## config.mk

```make
export PLATFORM = sky130hd
export DESIGN_NAME = mux_rr_arbiter4_flat
export DESIGN_NICKNAME = d
export VERILOG_FILES = /design/src/rtl/mux_arb_pkg.sv /design/src/rtl/mux_rr_arbiter4_if.sv /design/src/rtl/mux_rr_arbiter4_pick.sv /design/src/rtl/mux_rr_arbiter4.sv /design/src/flat_wrapper.sv
export SDC_FILE = /design/constraint.sdc
export NUM_CORES = 1
export LEC_CHECK = 0
export CAP_MARGIN = 20
export CORE_ASPECT_RATIO = 1.75
export CORE_UTILIZATION = 42
export CTS_CLUSTER_SIZE = 14
export DETAILED_ROUTE_END_ITERATION = 7
export PLACE_DENSITY = 0.8
export REMOVE_ABC_BUFFERS = 1
export SKIP_CTS_REPAIR_TIMING = 1
export SYNTH_ARGS = -nofsm -noshare
export SYNTH_HDL_FRONTEND = slang
export SYNTH_SLANG_ARGS = --single-unit
```

## constraint.sdc

```tcl
create_clock -name clk -period 4.8 [get_ports clk]
set_input_delay 1.44 -clock clk [delete_from_list [all_inputs] [get_ports clk]]
set_output_delay 1.44 -clock clk [all_outputs]
set_load 0.01 [all_outputs]
```

## src/rtl/mux_arb_pkg.sv

```systemverilog
// Shared types and constants for the four-way round-robin mux arbiter.
package mux_arb_pkg;

    localparam int N_REQ       = 4;
    localparam int SEL_W       = 2;
    localparam int DATA_W_DFLT = 8;

    typedef logic [SEL_W-1:0] sel_t;

    function automatic logic [N_REQ-1:0] onehot4(input sel_t idx);
        return 4'b0001 << idx;
    endfunction

endpackage

```

## src/rtl/mux_rr_arbiter4_if.sv

```systemverilog
// Requester-side and consumer-side handshake bundle of the arbiter.
interface mux_rr_arbiter4_if
    import mux_arb_pkg::*;
#(
    parameter int DATA_W = DATA_W_DFLT
);
    logic [N_REQ-1:0]        in_valid;
    logic [N_REQ*DATA_W-1:0] in_data;
    logic [N_REQ-1:0]        in_ready;
    logic                    out_valid;
    logic [DATA_W-1:0]       out_data;
    sel_t                    out_sel;
    logic                    out_ready;

    // Driver / consumer side (sources and downstream sink).
    modport master (
        output in_valid, in_data, out_ready,
        input  in_ready, out_valid, out_data, out_sel
    );

    // Arbiter side.
    modport slave (
        input  in_valid, in_data, out_ready,
        output in_ready, out_valid, out_data, out_sel
    );
endinterface

```

## src/rtl/mux_rr_arbiter4_pick.sv

```systemverilog
// Rotating priority search: first set request at or after ptr, wrapping 3->0.
module rr_pick4
    import mux_arb_pkg::*;
(
    input  logic [N_REQ-1:0] req,
    input  sel_t             ptr,
    output logic             found,
    output sel_t             idx
);
    logic [2*N_REQ-1:0] dbl_s;
    logic [N_REQ-1:0]   rot_s;
    sel_t               off_s;

    // Rotate so that requester ptr lands at bit 0.
    assign dbl_s = {req, req} >> ptr;
    assign rot_s = dbl_s[N_REQ-1:0];

    // Fixed-priority search on the rotated vector, lowest bit wins.
    always_comb begin
        off_s = 2'd0;
        casez (rot_s)
            4'b???1: off_s = 2'd0;
            4'b??10: off_s = 2'd1;
            4'b?100: off_s = 2'd2;
            4'b1000: off_s = 2'd3;
            default: off_s = 2'd0;
        endcase
    end

    // Un-rotate: the 2-bit add wraps modulo 4.
    assign idx   = off_s + ptr;
    assign found = |req;
endmodule

```

## src/rtl/mux_rr_arbiter4.sv

```systemverilog
// Round-robin arbiter feeding a 4:1 mux into a single-entry registered output stage.
module mux_rr_arbiter4
    import mux_arb_pkg::*;
#(
    parameter int DATA_W = DATA_W_DFLT
)(
    input  logic                clk,
    input  logic                rst,
    mux_rr_arbiter4_if.slave    bus,
    output logic [15:0]         grant_cnt
);
    logic              found_s;
    sel_t              win_s;
    logic              load_s;
    logic [N_REQ-1:0]  in_ready_s;
    logic [DATA_W-1:0] win_data_s;

    logic              out_valid_r;
    logic [DATA_W-1:0] out_data_r;
    sel_t              out_sel_r;
    sel_t              ptr_r;
    logic [15:0]       grant_cnt_r;

    rr_pick4 u_pick (
        .req   (bus.in_valid),
        .ptr   (ptr_r),
        .found (found_s),
        .idx   (win_s)
    );

    // A slot is free when the output stage is empty or draining this edge.
    assign load_s     = ~rst & found_s & (~out_valid_r | bus.out_ready);
    assign win_data_s = bus.in_data[int'(win_s)*DATA_W +: DATA_W];

    // Grant strobe back to the winning requester only.
    always_comb begin
        in_ready_s = 4'b0000;
        if (load_s) begin
            in_ready_s = onehot4(win_s);
        end else begin
            in_ready_s = 4'b0000;
        end
    end

    // Output stage, priority pointer and transfer counter.
    always_ff @(posedge clk) begin
        if (rst) begin
            out_valid_r <= 1'b0;
            out_data_r  <= {DATA_W{1'b0}};
            out_sel_r   <= 2'd0;
            ptr_r       <= 2'd0;
            grant_cnt_r <= 16'd0;
        end else if (load_s) begin
            out_valid_r <= 1'b1;
            out_data_r  <= win_data_s;
            out_sel_r   <= win_s;
            ptr_r       <= win_s + 2'd1;
            grant_cnt_r <= grant_cnt_r + 16'd1;
        end else if (out_valid_r && bus.out_ready) begin
            out_valid_r <= 1'b0;
        end else begin
            out_valid_r <= out_valid_r;
        end
    end

    assign bus.in_ready  = in_ready_s;
    assign bus.out_valid = out_valid_r;
    assign bus.out_data  = out_data_r;
    assign bus.out_sel   = out_sel_r;
    assign grant_cnt     = grant_cnt_r;
endmodule

```

## src/flat_wrapper.sv

```systemverilog
// flat-port wrapper written by rule: the top's interface ports become plain ports
module mux_rr_arbiter4_flat import mux_arb_pkg::*;
#(
    parameter int DATA_W = DATA_W_DFLT
)
  (clk, rst, grant_cnt, bus_in_valid, bus_in_data, bus_out_ready, bus_in_ready, bus_out_valid, bus_out_data, bus_out_sel);
  mux_rr_arbiter4_if #(.DATA_W(DATA_W)) bus_i ();
  input  logic clk;
  input  logic rst;
  output logic [15:0] grant_cnt;
  input wire logic [$bits(bus_i.in_valid)-1:0] bus_in_valid;
  input wire logic [$bits(bus_i.in_data)-1:0] bus_in_data;
  input wire logic [$bits(bus_i.out_ready)-1:0] bus_out_ready;
  output wire logic [$bits(bus_i.in_ready)-1:0] bus_in_ready;
  output wire logic [$bits(bus_i.out_valid)-1:0] bus_out_valid;
  output wire logic [$bits(bus_i.out_data)-1:0] bus_out_data;
  output wire logic [$bits(bus_i.out_sel)-1:0] bus_out_sel;
  assign bus_i.in_valid = bus_in_valid;
  assign bus_i.in_data = bus_in_data;
  assign bus_i.out_ready = bus_out_ready;
  assign bus_in_ready = bus_i.in_ready;
  assign bus_out_valid = bus_i.out_valid;
  assign bus_out_data = bus_i.out_data;
  assign bus_out_sel = bus_i.out_sel;
  mux_rr_arbiter4 #(.DATA_W(DATA_W)) u_core (.clk(clk), .rst(rst), .bus(bus_i), .grant_cnt(grant_cnt));
endmodule
```

==> reports/results.txt, run 1 <==
Compared with the post-synthesis result, the final layout area differs by 55.9%. Yosys printed 0 warnings. The run gives 72.9% as the headroom to the max-slew limit. The clock tree synthesis step divided the H-tree into 2 levels. After synthesis, the mean cell area works out to 9.17 um2.

The critical path goes through clkbuf_2 -> nor2_1 -> or4_1 -> o211ai_1 -> ha_2 -> xnor2_2 -> xnor2_2 -> buf_4 -> and3_1 -> buf_2. The number of sinks on the clock net was 29; the total power was 0.784 mW. VDD sags by at most 0.243 mV.

Across all layers, the routed design uses 1642 vias. Setup violations remaining at the end of the flow were counted as 0. For the worst setup path, the data required time is 3.36 ns. For the finished layout, the period the worst path requires is 4.71 ns. STA classifies the critical path endpoint as an output port. The run gives 20.7% as the overall fraction of global-route tracks in use. The worst setup path is of the in2out kind.

By instance count, the cell type seen most on the critical path is sky130_fd_sc_hd__xnor2_2. The worst path uses 98.0% of the clock period. The die is 84.5 um tall. The total clock buffers created by CTS was 5.

In the final design database the tool counted 302 nets. The first detailed-routing pass ran for 4 iterations. Across all hold checks on the routed design, the worst slack comes to 0.495 ns.

In this run the cell area measured after placement is 0.00243 mm2. Of all nets on the critical path, the largest fanout is 4. Cell with the biggest individual delay on the critical path: sky130_fd_sc_hd__or4_1.

The tools report the root cell of the clock tree as sky130_fd_sc_hd__clkbuf_8. Entering global routing, the biggest net connects 26 pins. The number of antenna diodes in the final layout is 0. In this run the static leakage power is 1.05 nW.

The logs give 0 for the number of hold violations in the final report and 44.6% for the initial core utilization. The detail route stage leaves a number of antenna-violating nets equal to 0. The primary flip-flop cell chosen by synthesis mapping was sky130_fd_sc_hd__dfxtp_1. In this run the biggest area consumer among cell types represents 35.6% of the synthesized area. The number of antenna violations at the first check in global routing is 0. The number of instances in the synthesized netlist is 178. Count of buffers inserted at the top-level ports: 69. Across the routed clock network, the largest skew measured is 0.00439 ns. Slew at the pin closest to its max-slew limit: 0.406 ns. The data arrival time of the critical path was 3.27 ns.

The flow ran to the end, and the final reports show no timing, DRC or antenna violations. The tools report the via count of the first global-routing pass as 1521. The routed design has 4.03 mm of wire.

In the final layout, flip-flops and latches occupy 581 um2. The HPWL after detailed placement was 3.05 mm; the area of the mapped netlist was 0.00163 mm2. The wire length of the first global-routing pass came out at 6.71 mm.

Path category of the worst min-delay check: reg2reg. The total power per unit cell area is 308 mW/mm2, and the post-detailed-route wirelength per cell is 13.2 um. The largest stage delay on the critical path was 0.50 ns; the layout filler cell count was 297.

In the routed layout, each cell is associated on average with a via count of 5.37. The sum of buffers and inverters on the critical path was 3; the standard cell core area was 0.00366 mm2. TritonCTS built the clock tree.

After synthesis, the cell types taking the most area are sky130_fd_sc_hd__dfxtp_1, sky130_fd_sc_hd__mux2i_1, sky130_fd_sc_hd__nor2_1. After synthesis the netlist holds a flip-flop and latch count of 29. The logs give 28 for the number of design-rule violations left by the first detailed-router iteration and 0.00415 mm2 for the die area.

The synthesized design contains 0 enable-type register cells. After detailed routing, the number of remaining DRC violations is 0. The tools report the final max-slew violation count as 0.

The leading area contributor after synthesis was sky130_fd_sc_hd__dfxtp_1. Across the run, the number of max-cap violations was 0. Clock-pin slew was measured on the worst setup and hold paths at 0.06 ns.

For the I/O pin count, the log shows 70. In the final layout, the multi-input gates occupy 990 um2. The latest clock arrival within the worst-skew pair is 0.28 ns, and the post-route standard cell area excluding fillers is 0.00254 mm2. The worst setup path is launched from an input port.

The clock passes through at most 2 buffers. Yosys mapped the design onto 39 distinct sky130hd cell types. The post-route netlist has 15.4% of its cells at a drive strength greater than 1. Global routing finished with a remaining overflow of 0. The row count is 29, and the post-synthesis async set-or-reset flop share is 0%. Routability-driven placement finished with a final weighted congestion of 0.780.

The die outline width was 49.1 um. Sequential cells were found to cover 35.6% of the synthesized design area. The cell class contributing the biggest share of worst-path delay was simple AND/OR/NAND/NOR gates. The tools report the maximum operating frequency as 0.213 GHz.
tightest hold or removal path, cell delays in order (launching register included):
cell                       delay [ns]
sky130_fd_sc_hd__dfxtp_1         0.31
sky130_fd_sc_hd__nand3b_1        0.07
sky130_fd_sc_hd__o21ai_0         0.06
placed cells by master (no fill, tap or decap), types with 2 or more instances in the layout:
master,count
sky130_fd_sc_hd__a21o_1,4
sky130_fd_sc_hd__mux2i_1,9
sky130_fd_sc_hd__and2_1,2
sky130_fd_sc_hd__ha_1,2
sky130_fd_sc_hd__nor2_1,23
sky130_fd_sc_hd__dfxtp_1,29
sky130_fd_sc_hd__nand3b_1,6
sky130_fd_sc_hd__mux4_1,3
sky130_fd_sc_hd__a21oi_1,4
sky130_fd_sc_hd__or3_1,5
sky130_fd_sc_hd__nor3b_1,4
sky130_fd_sc_hd__clkdlybuf4s50_1,61
sky130_fd_sc_hd__nand4_1,4
sky130_fd_sc_hd__dlymetal6s2s_1,4
sky130_fd_sc_hd__inv_1,4
sky130_fd_sc_hd__xor2_1,5
sky130_fd_sc_hd__nor2b_1,5
sky130_fd_sc_hd__o32ai_1,2
sky130_fd_sc_hd__clkbuf_8,6
sky130_fd_sc_hd__nor3_1,2
sky130_fd_sc_hd__buf_4,18
sky130_fd_sc_hd__xnor2_2,2
sky130_fd_sc_hd__nand2_1,7
sky130_fd_sc_hd__mux2_2,4
sky130_fd_sc_hd__o211ai_1,2
sky130_fd_sc_hd__nand3_1,3
sky130_fd_sc_hd__clkbuf_2,3
sky130_fd_sc_hd__xnor2_1,6
sky130_fd_sc_hd__and3_1,3
sky130_fd_sc_hd__nand2b_1,2
sky130_fd_sc_hd__o21ai_0,12
path summary, 6_finish.rpt:
| path | end | start | cells past startpoint | slack [ns] |
|---|---|---|---|---|
| max | bus_in_ready[0] | bus_in_valid[1] | 10 | 0.09 |
| min | u_core.bus.out_data[5] | u_core.bus.out_data[5] | 2 | 0.50 |
| max reg2reg | u_core.bus.out_data[2] | u_core.ptr_r[0] | 10 | 1.89 |
| min reg2reg | u_core.bus.out_data[5] | u_core.bus.out_data[5] | 2 | 0.50 |
sequential cells by signal (all words and copies together), names as in the netlist:
register              cells
u_core.ptr_r              2
u_core.grant_cnt         16
u_core.bus.out_data       8
u_core.bus.out_sel        2
u_core.bus.out_valid      1
routing by layer:
| layer | global-route usage (%) | up-vias | wire length, um |
|---|---|---|---|
| met3 | 7.07 | 10 | 279 |
| met4 | 7.49 | 0 | 83 |
| met2 | 36.7 | 74 | 2110 |
| li1 | - | 792 | - |
| met1 | 22.1 | 766 | 1550 |
| met5 | 0 | - | 0 |
where the power goes:
group	switching, mW	internal [mW]
sequential	0.0192	0.266
combinational	0.115	0.181
clock	0.0884	0.113
cells in the mapped netlist (all sizes together) (5+ instances only):
master  number
xor2         5
nor2        23
dfxtp       29
or3          5
mux2i        9
buf          8
xnor2        8
nand2        7
nand3b       6
o21ai       12
nor2b        6
stage by stage:
stage          worst slack (ns)  setup TNS (ns)  util, %  instances
2_1_floorplan             0.249               0        -        166
3_3_place_gp             -0.513           -1.84     66.2        296
3_5_place_dp             -0.583           -2.12     66.2        296
4_1_cts                  -0.594           -2.16     68.6        303
5_1_grt                 -0.0205         -0.0403     69.4        306
6_report                 0.0944               0     69.4        306
cell families after synthesis:
logic type | share of synthesized area (%)
simple gates | 23.6
fa+ha+maj | 2.30
flops | 35.6
buf+inv | 5.29
compound gates | 11.3
xor+xnor | 7.43
mux | 14.5
layout make-up:
cell class                      count  share of cell area, %
Multi-Input combinational cell    133                   38.9
Inverter                            4                  0.590
Clock buffer                        7                   3.39
Tap cell                           46                   2.26
Sequential cell                    29                   22.8
Timing Repair Buffer               87                   32.1
Note: power is estimated with default switching activity, not from simulation.
==> run 2, diff against run 1 <==
--- a/config.mk
+++ b/config.mk
@@ -7,6 +7,7 @@
 export LEC_CHECK = 0
 export CAP_MARGIN = 20
 export CORE_ASPECT_RATIO = 1.75
+export CORE_MARGIN = 2
 export CORE_UTILIZATION = 42
 export CTS_CLUSTER_SIZE = 14
 export DETAILED_ROUTE_END_ITERATION = 7
==> reports/results.txt, run 2 (same netlist as run 1, synthesis figures left out) <==
The number of sinks on the clock net is 29 (unchanged), and the wire length of the first global-routing pass is 6.76 mm (+0.84%). For the die area, the log shows 0.00442 mm2 (+6.5%). Root cell of the clock tree: sky130_fd_sc_hd__clkbuf_8. The number of nets with antenna violations after detailed routing is 0 (unchanged), and the clock-pin slew of the registers on the worst-case setup and hold paths is 0.06 ns (about the same). The type of element launching the critical path was an input port.

The signal on the critical path passes through dlymetal6s2s_1 -> or4_1 -> o211ai_1 -> ha_2 -> xnor2_2 -> xnor2_2 -> buf_4 -> and3_1 -> clkbuf_2. The final period utilization is 97.0% (-1.0 points), and the aggregate routed wire length is 3.96 mm (-1.7%). Final setup TNS: 0 ns (unchanged). The data required time of the critical path is 3.36 ns (about the same), and the H-tree depth is 2 (unchanged). By instance count, the cell type seen most on the critical path is sky130_fd_sc_hd__xnor2_2.

The min-delay analysis places its worst path in the category reg2reg. The net switching power was 0.223 mW (-0.22%); the clock skew was 0.00376 ns (-0.000628 ns). The die outline width works out to 51.1 um (+4.1%).

For the peak supply drop, the log shows 0.323 mV (+33%). Cell with the biggest individual delay on the critical path: sky130_fd_sc_hd__or4_1. The maximum net fanout on the critical path works out to 5 (+1).

Maximum number of pins on one net before global-route repair: 26 (unchanged). The latest clock arrival within the worst-skew pair was 0.27 ns (about the same); the largest stage delay on the critical path was 0.51 ns (about the same). The slew at the pin closest to its max-slew limit was 0.395 ns (-0.0112 ns).

For the share of power burned in combinational logic, the log shows 38.9% (+1.1 points). The proportion of layout cells with a drive suffix above 1 came out at 15.1% (-0.29 points). TritonCTS built the clock tree. The total power per unit cell area is 300 mW/mm2 (-2.5%). The layout filler cell count was 312 (+5.1%). The final max-slew violation count was 0 (unchanged). The global route total overflow was 0 (unchanged). The logs give 301 (+1.7%) for the cell count after placement and 0.554 mW (-1.1%) for the internal power. The run gives 24.4% (-1.3 points) as the clock group share of total power.

The tools report the weighted congestion reported at the end of routability-driven placement as 0.730 (-6.4%). The height of the die was 86.5 um (+2.4%); the overall via count from detail_route was 1618 (-1.5%). Setup repair after global routing left no endpoint under its margin. The number of antenna violations at the first check in global routing was 0 (unchanged); the post-route standard cell area excluding fillers was 0.00259 mm2 (+1.7%).

The leakage power total came out at 1.10 nW (+4.7%). The overall fraction of global-route tracks in use came out at 19.7% (-0.99 points). For the final layout net count, the log shows 306 (+1.3%). The count of buffers inserted at the top-level ports is 69 (unchanged). The post-detailed-route wirelength per cell was 12.6 um (-3.9%). The tools report the HPWL after detailed placement as 3.06 mm (+0.59%).

The number of vias per cell is 5.17 (-3.7%), and the row count is 30 (+3.4%). Synthesis-to-finish area growth: 58.5%. Most common library cell in the layout ignoring fill and taps: sky130_fd_sc_hd__clkdlybuf4s50_1. The minimum setup slack after placement came out at -0.544 ns (+0.0395 ns).

The number of flip-flops in the largest register is 16 (unchanged). For the final instance count without filler cells, the log shows 313 (+2.3%). The final critical path time including I/O delays and setup is 4.66 ns (-0.0483 ns), and the data arrival time of the critical path is 3.22 ns (-0.05 ns).

The sequential share of power is 36.7% (+0.3 points), and the number of design-rule violations left by the first detailed-router iteration is 16 (-43%). For the maximum operating frequency, the log shows 0.215 GHz (+1.0%). The worst-case clock buffer depth was 2 (unchanged); the number of iterations in the first detailed-routing pass was 4 (unchanged). In the layout the commonest cells are sky130_fd_sc_hd__clkdlybuf4s50_1, sky130_fd_sc_hd__dfxtp_1, sky130_fd_sc_hd__nor2_1. The run gives 43.1% (-1.5 points) as the initial core utilization.

The number of hold violations in the final report came out at 0 (unchanged). The standard cell area after detailed placement was 0.00245 mm2 (+1.0%); the total clock buffers created by CTS was 5 (unchanged). The tools report the headroom to the max-slew limit as 73.6% (+0.75 points). The DRC violations left came out at 0 (unchanged). The switching part of the total is 28.6% (+0.19 points).

The tools report the count of maximum capacitance violations as 0 (unchanged). The standard cell core area came out at 0.00379 mm2 (+3.4%). The utilization after layout was 68.3% (-1.2 points).

The tools report the I/O pin count as 70 (unchanged). The flow ran to the end, and the final reports show no timing, DRC or antenna violations. The tools report the count of endpoints failing setup in the final report as 0 (unchanged). The via count of the first global-routing pass was 1543 (+1.4%). STA classifies the critical path endpoint as an output port. The number of diodes was 0 (unchanged).

The setup path with the least slack is of type in2out. The worst setup slack after layout came out at 0.143 ns (+0.0483 ns).
run 2: power groups by stage:
stage / logic, mW / registers (mW) / clock network (mW)
2_1_floorplan: 0.134 / 0.298 / 0
3_5_place_dp: 0.290 / 0.290 / 0
3_3_place_gp: 0.286 / 0.288 / 0
5_1_grt: 0.330 / 0.289 / 0.206
6_report: 0.302 / 0.285 / 0.190
4_1_cts: 0.292 / 0.285 / 0.196
run 2: final timing paths:
path | from | to | slack, ns | cells past startpoint
hold / removal | u_core.bus.out_sel[1] | u_core.bus.out_sel[1] | 0.49 | 2
hold reg to reg | u_core.bus.out_sel[1] | u_core.bus.out_sel[1] | 0.49 | 2
setup reg to reg | u_core.ptr_r[0] | u_core.bus.out_data[7] | 1.84 | 11
setup / recovery | bus_in_valid[0] | bus_in_ready[0] | 0.14 | 9
run 2: cell type report:
class	count	area, um2	share of cell area, %
repair buffers	91	868	33.6
clock buffers	6	72.6	2.80
flip-flops and latches	29	581	22.4
multi-input cells	133	981	37.9
inverters	4	15.0	0.580
well taps	48	60.1	2.32
clock inverters	2	10.0	0.387
run 2: critical path, delay by kind of cell:
family	cells	cell delay (ns)
adder cells (fa/ha/maj)	1	0.24
buffers and inverters	3	0.44
AO/OA/AOI/OAI	1	0.13
AND/OR/NAND/NOR	2	0.65
XOR/XNOR	2	0.31
run 2: stage by stage:
stage               hold slack, ns  power, mW
global placement             0.469      0.574
detailed placement           0.481      0.580
global route                 0.512      0.825
CTS                          0.496      0.773
floorplan                    0.504      0.432
finish                       0.492      0.777
run 2: routing by layer:
layer,GRT usage [%],share of wire (%)
met5,0,0
met4,5.16,0.68
met3,5.86,6.3
met2,36.7,56
met1,20.9,37
==> run 3, diff against run 2 <==
--- a/config.mk
+++ b/config.mk
@@ -6,7 +6,7 @@
 export NUM_CORES = 1
 export LEC_CHECK = 0
 export CAP_MARGIN = 20
-export CORE_ASPECT_RATIO = 1.75
+export CORE_ASPECT_RATIO = 2
 export CORE_MARGIN = 2
 export CORE_UTILIZATION = 42
 export CTS_CLUSTER_SIZE = 14
@@ -14,6 +14,7 @@
 export PLACE_DENSITY = 0.8
 export REMOVE_ABC_BUFFERS = 1
 export SKIP_CTS_REPAIR_TIMING = 1
+export SKIP_LAST_GASP = 1
 export SYNTH_ARGS = -nofsm -noshare
 export SYNTH_HDL_FRONTEND = slang
 export SYNTH_SLANG_ARGS = --single-unit
==> reports/results.txt, run 3 (same netlist as run 1, synthesis figures left out) <==
The flow ran to the end, and the final reports show no timing, DRC or antenna violations. The most critical setup path has its endpoint at bus_in_ready[3]. The flip-flop and latch area was 581 um2 (unchanged). The row count came out at 32 (+6.7%). The weighted congestion reported at the end of routability-driven placement was 0.724 (-0.92%). Net switching power: 0.222 mW (about the same). The run gives 0 (unchanged) as the final max-slew violation count. The latest clock arrival within the worst-skew pair is 0.27 ns (about the same). Cell with the biggest individual delay on the critical path: sky130_fd_sc_hd__or4_1.

The maximum number of pins on one net before global-route repair came out at 30 (+15%). The layout filler cell count is 300 (-3.8%). The critical path starts at bus_in_valid[0]. Highest routing layer actually used: met4.

The logs give 2 (unchanged) for the worst-case clock buffer depth and 2.27 mm (+2.7%) for the met2 layer wire length in the routed design. The tools report the total clock buffers created by CTS as 5 (unchanged). The clock-pin slew of the registers on the worst-case setup and hold paths was 0.05 ns (about the same); the data arrival time of the critical path was 3.26 ns (+0.04 ns). The tools report the overall fraction of global-route tracks in use as 19.5% (-0.24 points). The internal power came out at 0.583 mW (+5.1%). The count of maximum capacitance violations is 0 (unchanged), and the switching part of the total is 27.6% (-1.0 points).

The logs give 2 (unchanged) for the H-tree depth and 224 um (-10%) for the wire length on met3. The number of cells on the worst reg-to-reg path is 12 (+1), and the via count of the first global-routing pass is 1437 (-6.9%). The run gives 0.104 ns (-0.0388 ns) as the worst setup slack after layout. The utilization after layout came out at 68.4% (+0.14 points). The leakage power total was 1.10 nW (about the same).

The DRC violations left came out at 0 (unchanged). Setup repair after global routing left no endpoint under its margin. The worst setup path is captured at an output port. The overall via count from detail_route came out at 1586 (-2.0%).

The I/O pin count was 70 (unchanged); the initial core utilization was 42.9% (-0.14 points). The tools report the number of design-rule violations left by the first detailed-router iteration as 19 (+3). The die outline width works out to 48.1 um (-5.9%).

For the final layout net count, the log shows 304 (-0.65%). For the standard cell area after detailed placement, the log shows 0.00243 mm2 (-0.77%). The path type of the worst setup path is in2out. The number of vias per cell works out to 5.05 (-2.3%).

Slew at the pin closest to its max-slew limit: 0.399 ns (+0.00378 ns). The die area is 0.00443 mm2 (+0.25%), and the largest stage delay on the critical path is 0.51 ns (about the same). The post-detailed-route wirelength per cell works out to 12.7 um (about the same). The sum of buffers and inverters on the critical path was 4 (+1); the area of the multi-input gates was 987 um2 (+0.64%). The sequential share of power came out at 35.5% (-1.2 points). The type of element launching the critical path is an input port. Count of buffers inserted at the top-level ports: 69 (unchanged).

Height of the die: 92.2 um (+6.6%). The run gives 0.00380 mm2 (+0.33%) as the standard cell core area. The startpoint identified for the worst hold timing path is u_core.grant_cnt[11]. The tools report the wire length of the first global-routing pass as 6.35 mm (-6.0%).

For the headroom to the max-slew limit, the log shows 73.4% (-0.25 points). The run gives 0 (unchanged) as the number of antenna violations at the first check in global routing. Root cell of the clock tree: sky130_fd_sc_hd__clkbuf_8.

For the clock skew, the log shows 0.00613 ns (+0.00237 ns). Walking the worst path, the cells encountered are dlymetal6s2s_1 -> or4_1 -> o211ai_1 -> ha_2 -> xnor2_2 -> xnor2_2 -> buf_4 -> buf_4 -> nor2_1 -> clkbuf_2. The logs give 4 (unchanged) for the number of iterations in the first detailed-routing pass and 3.97 mm (+0.38%) for the aggregate routed wire length. The routed metal-1 wirelength was 1.41 mm (-4.4%). The count of endpoints failing setup in the final report came out at 0 (unchanged). The number of sinks on the clock net was 29 (unchanged). The synthesis-to-finish area growth is 59.3%. For the clock group share of total power, the log shows 27.1% (+2.7 points). The maximum operating frequency is 0.213 GHz (-0.83%), and the post-route standard cell area excluding fillers is 0.00260 mm2 (+0.53%). The number of nets with antenna violations after detailed routing was 0 (unchanged); the final period utilization was 97.8% (+0.81 points). Number of diodes: 0 (unchanged). Maximum net fanout on the critical path: 5 (unchanged). The global route total overflow is 0 (unchanged). For the peak supply drop, the log shows 0.221 mV (-32%). The number of hold violations in the final report came out at 0 (unchanged). Final critical path time including I/O delays and setup: 4.70 ns (+0.0388 ns). The worst hold slack was 0.496 ns (+0.00429 ns); the proportion of layout cells with a drive suffix above 1 was 15.2% (+0.11 points). The share of power burned in combinational logic was 37.5% (-1.4 points). Path category of the worst min-delay check: reg2reg.

The total power per unit cell area was 310 mW/mm2 (+3.1%); the reg-to-reg setup timing slack was 1.73 ns (-0.11 ns). For the HPWL after detailed placement, the log shows 3.04 mm (-0.84%). The run gives 3.36 ns (about the same) as the data required time of the critical path.

Grouping stages by cell kind, the critical path spends the most delay in simple AND/OR/NAND/NOR gates. The run gives -0.508 ns (+0.0359 ns) as the minimum setup slack after placement. The run gives 0 ns (unchanged) as the final setup TNS. The capture point of the worst reg-to-reg path is u_core.bus.out_data[7]. TritonCTS built the clock tree.

The worst register-to-register path begins at u_core.ptr_r[0]. The number of stages on the worst setup path came out at 10 (+1). The library cell used most frequently in the layout, excluding fill and tap cells, is sky130_fd_sc_hd__clkdlybuf4s50_1. The top cell types in the final layout, fill and taps aside, are sky130_fd_sc_hd__clkdlybuf4s50_1, sky130_fd_sc_hd__dfxtp_1, sky130_fd_sc_hd__nor2_1. The number of flip-flops in the largest register was 16 (unchanged).
-- run 3: cell types whose count changed in the layout (fill, tap and decap cells not counted), sizes merged --
cell | previous run | this run
clkinv | 2 | 1
buf | 22 | 20
clkbuf | 7 | 8
-- run 3: power groups by stage --
stage          Sequential (mW)  Combinational [mW]  Clock [mW]
6_report                 0.286               0.302       0.218
5_1_grt                  0.289               0.325       0.235
4_1_cts                  0.285               0.283       0.226
3_5_place_dp             0.290               0.281           0
3_3_place_gp             0.289               0.280           0
2_1_floorplan            0.298               0.134           0
-- run 3: worst register-to-register path, stage by stage, from the launching register on --
cell	delay (ns)
sky130_fd_sc_hd__dfxtp_1	0.56
sky130_fd_sc_hd__nor2_1	0.12
sky130_fd_sc_hd__a221oi_2	0.29
sky130_fd_sc_hd__o211ai_1	0.17
sky130_fd_sc_hd__ha_2	0.21
sky130_fd_sc_hd__xnor2_2	0.14
sky130_fd_sc_hd__xnor2_2	0.20
sky130_fd_sc_hd__buf_4	0.15
sky130_fd_sc_hd__buf_4	0.10
sky130_fd_sc_hd__buf_4	0.09
sky130_fd_sc_hd__buf_4	0.17
sky130_fd_sc_hd__mux4_1	0.57
sky130_fd_sc_hd__a21o_1	0.18
-- run 3: final cells by class --
class	count	area share (%)
Sequential cell	29	22.3
Clock inverter	1	0.192
Multi-Input combinational cell	133	38.0
Timing Repair Buffer	89	32.8
Tap cell	51	2.45
Inverter	4	0.577
Clock buffer	7	3.70
-- run 3: how the worst min path moves through the flow --
stage / slack (ns) / to / cells past startpoint
finish: 0.50 / u_core.grant_cnt[11] / 2
global route: 0.52 / u_core.grant_cnt[14] / 2
CTS: 0.50 / u_core.bus.out_data[1] / 2
detailed placement: 0.48 / u_core.bus.out_data[3] / 2
global placement: 0.47 / u_core.bus.out_data[1] / 2
floorplan: 0.50 / u_core.grant_cnt[11] / 2
-- run 3: routing by layer --
layer / vias up / GRT usage, %
li1: 799 / -
met1: 724 / 21.9
met2: 54 / 34.0
met3: 9 / 4.13
met4: 0 / 6.08
met5: - / 0
-- run 3: metrics by stage --
stage	total power [mW]	std cells
floorplan	0.432	166
global placement	0.569	301
detailed placement	0.571	301
CTS	0.794	309
global route	0.850	314
finish	0.805	314
